<file path="config.mk">
export PLATFORM = sky130hd
export DESIGN_NAME = wb_src_select
export DESIGN_NICKNAME = d
export VERILOG_FILES = /design/src/rtl/wb_src_select.sv
export SDC_FILE = /design/constraint.sdc
export NUM_CORES = 1
export LEC_CHECK = 0
export BUFFER_PORTS_ARGS = -buffer_cell sky130_fd_sc_hd__clkbuf_2
export CAP_MARGIN = 30
export CELL_PAD_IN_SITES_DETAIL_PLACEMENT = 2
export CELL_PAD_IN_SITES_GLOBAL_PLACEMENT = 2
export CORE_MARGIN = 5
export CORE_UTILIZATION = 22
export DETAILED_ROUTE_END_ITERATION = 12
export PLACE_DENSITY_LB_ADDON = 0.1
export SYNTH_ARGS = -nofsm -noshare
export SYNTH_HDL_FRONTEND = slang
export SYNTH_SLANG_ARGS = --single-unit
</file>
<file path="constraint.sdc">
create_clock -name clk -period 2.6 [get_ports clk]
set_clock_uncertainty 0.2 [all_clocks]
set_input_delay 0.39 -clock clk [delete_from_list [all_inputs] [get_ports clk]]
set_output_delay 0.39 -clock clk [all_outputs]
set_load 0.005 [all_outputs]
</file>
<file path="src/rtl/wb_src_select.sv">
// Writeback source select: picks one of NSRC sources and registers it as the writeback value.
// Latency: 1 cycle when the selected source is valid, otherwise 1 cycle after it becomes valid (or times out).
// Backpressure: stalls in WAIT while the source is invalid; req is ignored until out_valid completes the operation.
module wb_src_select #(
  parameter int WIDTH   = 32,
  parameter int NSRC    = 6,
  parameter int SEL_W   = 3,
  parameter int TIMEOUT = 63
) (
  input  logic                  clk,
  input  logic                  reset,
  input  logic                  req,
  input  logic [SEL_W-1:0]      sel,
  input  logic [NSRC*WIDTH-1:0] src_data,
  input  logic [NSRC-1:0]       src_valid,
  output logic [WIDTH-1:0]      out,
  output logic                  out_valid,
  output logic                  busy,
  output logic                  err_sel,
  output logic                  err_timeout
);

  // Counter only needs to reach TIMEOUT-1; keep at least one bit so TIMEOUT=0 still elaborates.
  localparam int CNT_W = (TIMEOUT < 1) ? 1 : $clog2(TIMEOUT + 1);
  localparam logic [CNT_W-1:0] CNT_LAST = CNT_W'((TIMEOUT > 0) ? TIMEOUT - 1 : 0);

  typedef enum logic {
    S_IDLE,
    S_WAIT
  } state_t;

  state_t           state;
  logic [SEL_W-1:0] sel_q;
  logic [CNT_W-1:0] cnt;

  logic [SEL_W-1:0] idx;
  logic [WIDTH-1:0] hit_dat;
  logic             hit_vld;
  logic             sel_ok;

  // Look up the live index: the incoming sel in IDLE, the latched sel_q while waiting.
  always_comb begin
    idx     = (state == S_IDLE) ? sel : sel_q;
    hit_dat = '0;
    hit_vld = 1'b0;
    sel_ok  = 1'b0;
    for (int i = 0; i < NSRC; i++) begin
      if (idx == SEL_W'(i)) begin
        hit_dat = src_data[i*WIDTH +: WIDTH];
        hit_vld = src_valid[i];
        sel_ok  = 1'b1;
      end
    end
  end

  // Control FSM with registered outputs; pulses default low every cycle.
  always_ff @(posedge clk or posedge reset) begin
    if (reset) begin
      state       <= S_IDLE;
      out         <= '0;
      out_valid   <= 1'b0;
      busy        <= 1'b0;
      err_sel     <= 1'b0;
      err_timeout <= 1'b0;
      sel_q       <= '0;
      cnt         <= '0;
    end else begin
      out_valid   <= 1'b0;
      err_sel     <= 1'b0;
      err_timeout <= 1'b0;
      case (state)
        S_IDLE: begin
          if (req) begin
            if (!sel_ok) begin
              out       <= '0;
              out_valid <= 1'b1;
              err_sel   <= 1'b1;
            end else if (hit_vld) begin
              out       <= hit_dat;
              out_valid <= 1'b1;
            end else begin
              sel_q <= sel;
              cnt   <= '0;
              busy  <= 1'b1;
              state <= S_WAIT;
            end
          end
        end
        S_WAIT: begin
          // A source turning valid on the last allowed cycle still delivers data.
          if (hit_vld) begin
            out       <= hit_dat;
            out_valid <= 1'b1;
            busy      <= 1'b0;
            state     <= S_IDLE;
          end else if (TIMEOUT != 0 && cnt == CNT_LAST) begin
            out         <= '0;
            out_valid   <= 1'b1;
            err_timeout <= 1'b1;
            busy        <= 1'b0;
            state       <= S_IDLE;
          end else if (TIMEOUT != 0) begin
            cnt <= cnt + 1'b1;
          end
        end
        default: state <= S_IDLE;
      endcase
    end
  end

endmodule

</file>
==> impl_metrics.tcl <==
set metrics [dict create \
    status "finished, final reports clean" \
    met1_usage_pct 21.8 \
    core_area_mm2 0.0153 \
    diodes 0 \
    crit_top_cell "buf_4" \
    switching_power_mw 2.40 \
    die_h_um 135 \
    fp-row-count 45 \
    synth_edf_count 0 \
    viasPerCell 4.99 \
    place_inst 846 \
    ir_drop_v 0.000331 \
    drive_above_1_share_pct 48.8 \
    area_growth_pct 57.0 \
    grt.busiest_layer "met2" \
    comb_power_share_pct 63.7 \
    grt_pass1_vias 4860 \
    layout_commonest_cell "clkbuf_2" \
    yosys_warnings 0 \
    io_pins 240 \
    hpwl_mm 14.6 \
    grt_max_degree 27 \
    synth_nets 601 \
    fin_crit_sh_pct 97.7 \
    rr_startpoint "state" \
    async_flop_share_pct 100 \
    hold_violations 0 \
    die_area_mm2 0.0182 \
    grt_pass1_wl_mm 26.6 \
    max_clock_freq_ghz 0.393 \
    clock_path_buffers 2 \
    hold_class "input pin to flip-flop" \
    r2r_setup_slack_ns 0.06 \
    layout_common_cells "clkbuf_2 (239), nand2_1 (73), mux2i_1 (46), dfrtp_1 (45), buf_4 (34)" \
    ys_dominant_reg_cell "dfrtp_1" \
    drt_wl_total_mm 17.6 \
    relSlewSlack_pct 60.1 \
    endpoint_kind "flip-flop" \
    wl_per_cell_um 20.5 \
    cts_buffers 5 \
    drtIter0Drc 110 \
    ant_nets 0 \
    crit_chain "buf_4 -> mux2i_4 -> buf_4 -> a221o_1 -> o2bb2ai_4 -> a21o_4 -> buf_12 -> o31ai_1" \
    crit_buf_inv 3 \
    synth_cell_types 49 \
    ys_seq_elements 46 \
    power_leakage_nw 2.74 \
    track_usage_pct 18.5 \
    use_met3_pct 5.10 \
    clk_latency_ns 0.29 \
    cts_num_sinks 46 \
    internal-power_mw 3.10 \
    rsz0062_at_grt "yes" \
    crit_type "flip-flop to flip-flop" \
    avgSynthCellArea_um2 8.71 \
    p_per_area_mw_per_mm2 1020 \
    switching_share_pct 43.6 \
    cpPeakStageDelay_ns 0.46 \
    worstHoldStart "src_data[170]" \
    slew_violations 0 \
    clock_tree.root_cell "clkbuf_16" \
    htreeDepth 2 \
    tritoncts "done" \
    clkPwrFrac_pct 13.6 \
    final_cells 859 \
    cpMaxStageDelayCell "dfrtp_2" \
    yosysSeqAreaShare_pct 33.5 \
    num-nets-final 854 \
    die_w_um 135 \
    hold_end "out[10]" \
    cp-start-kind "flip-flop" \
    overflow 0 \
    worstReg2RegEnd "out[27]" \
    seqPwrFrac_pct 22.7 \
    path_delay_family "compound AO/OA/AOI/OAI gates" \
    synthCells 395 \
    vias 4283 \
    finalSetupViolCount 0 \
    portBuffers 239 \
    worstPathRequired_ns 2.59 \
    drt_pass1_iterations 4 \
    setup_tns_ns 0 \
    place_congestion 0.849 \
    maxCapViolations 0 \
    path_clk_slew_ns 0.07 \
    synthesis.area_mm2 0.00344 \
    min_path_cells 3 \
    start_util_pct 22.6 \
    grtUsageMet2_pct 33.4 \
    worst_pin_slew_ns 0.597 \
    arrival_ns 2.53 \
    final.min_clock_period_ns 2.54 \
    path_max_fanout 15 \
    ff2ff_path_depth 8 \
    drc 0 \
    antenna_found_initial 0 \
]
[registers in the layout (all words and copies together) (netlist names)]
register / flops
state: 1
out: 32
sel_q: 3
out_valid: 1
cnt: 6
err_timeout: 1
busy: 1
err_sel: 1
[stage by stage]
step           util [%]  hold slack, ns  instance area (um2)  worst slack [ns]  power [mW]
6_report           35.4           0.194                 5400            0.0585        5.50
5_1_grt            35.4           0.214                 5400          -0.00994        5.94
4_1_cts            34.5           0.196                 5270           0.00679        5.38
3_5_place_dp       33.3           0.270                 5080           -0.0710        4.59
3_3_place_gp       33.3           0.261                 5080            0.0823        4.48
2_1_floorplan         -           0.238                 3440             0.200        3.15
[worst max path at each step]
stage / slack (ns) / start / endpoint / depth (start not counted)
3_5_place_dp: -0.07 / state / out[8] / 7
5_1_grt: -0.01 / state / out[16] / 8
2_1_floorplan: 0.20 / state / cnt[5] / 9
6_report: 0.06 / state / out[27] / 8
3_3_place_gp: 0.08 / sel[1] / sel_q[1] / 7
4_1_cts: 0.007 / state / out[8] / 8
[cell usage after synthesis, types with 5 or more instances]
library cell   n  area share [%]
a21oi_1        5            0.73
a221oi_1      33             8.4
buf_2         15             2.2
clkbuf_1      17             1.9
dfrtp_1       46              33
inv_1          6            0.65
mux2_2         5             1.6
mux2i_1       46              13
nand2_1       73             8.0
nand3_1        5            0.73
nor2_1         9            0.98
o21ai_0       23             3.3
o21ai_1       13             1.9
o221ai_1      13             3.3
o22ai_1       18             3.3
o31ai_1       20             4.4
[cell type report]
class,instances,area (um2)
Fill cell,1770,9860
Clock buffer,6,139
Multi-Input combinational cell,309,2230
Sequential cell,46,1150
Tap cell,211,264
Timing Repair Buffer,279,1560
Clock inverter,1,30.0
Inverter,7,26.3
[worst register-to-register path, stage by stage (launching register included)]
cell and delay (ns):
dfrtp_2 0.46, buf_4 0.18, mux2i_4 0.18, buf_4 0.18
a221o_1 0.42, o2bb2ai_4 0.16, a21o_4 0.26, buf_12 0.16
o31ai_1 0.25
[metal layers]
layer	vias up	part of all wire [%]
met3	11	6.9
met5	-	0
met4	0	1.2
met2	155	51
met1	2076	41
li1	2041	-
[cell families after synthesis]
kind of cell / share of synthesized area (%)
adders and majority gates: 0.727
muxes: 16.4
AOI/OAI and AO/OA: 30.9
buffers and inverters: 4.91
and+or+nand+nor: 13.6
DFF: 33.5
[power groups by stage]
stage	Clock, mW	Combinational, mW	Sequential, mW
after detailed placement	0	3.33	1.27
after global placement	0	3.23	1.25
after global routing	0.808	3.83	1.29
after floorplan	0	1.95	1.20
after CTS	0.777	3.34	1.26
final	0.746	3.51	1.25
[what timing repair did]
| action | in CTS | in global routing |
|---|---|---|
| hold endpoints to repair | 25 | 0 |
| pin swaps | 0 | 5 |
| cloned | 0 | 1 |
| buffers inserted | 0 | 4 |
| setup endpoints to repair | 10 | 37 |
| hold buffers | 1 | 0 |
| gates resized for setup | 2 | 15 |
Power figures use the tool's default switching activity.
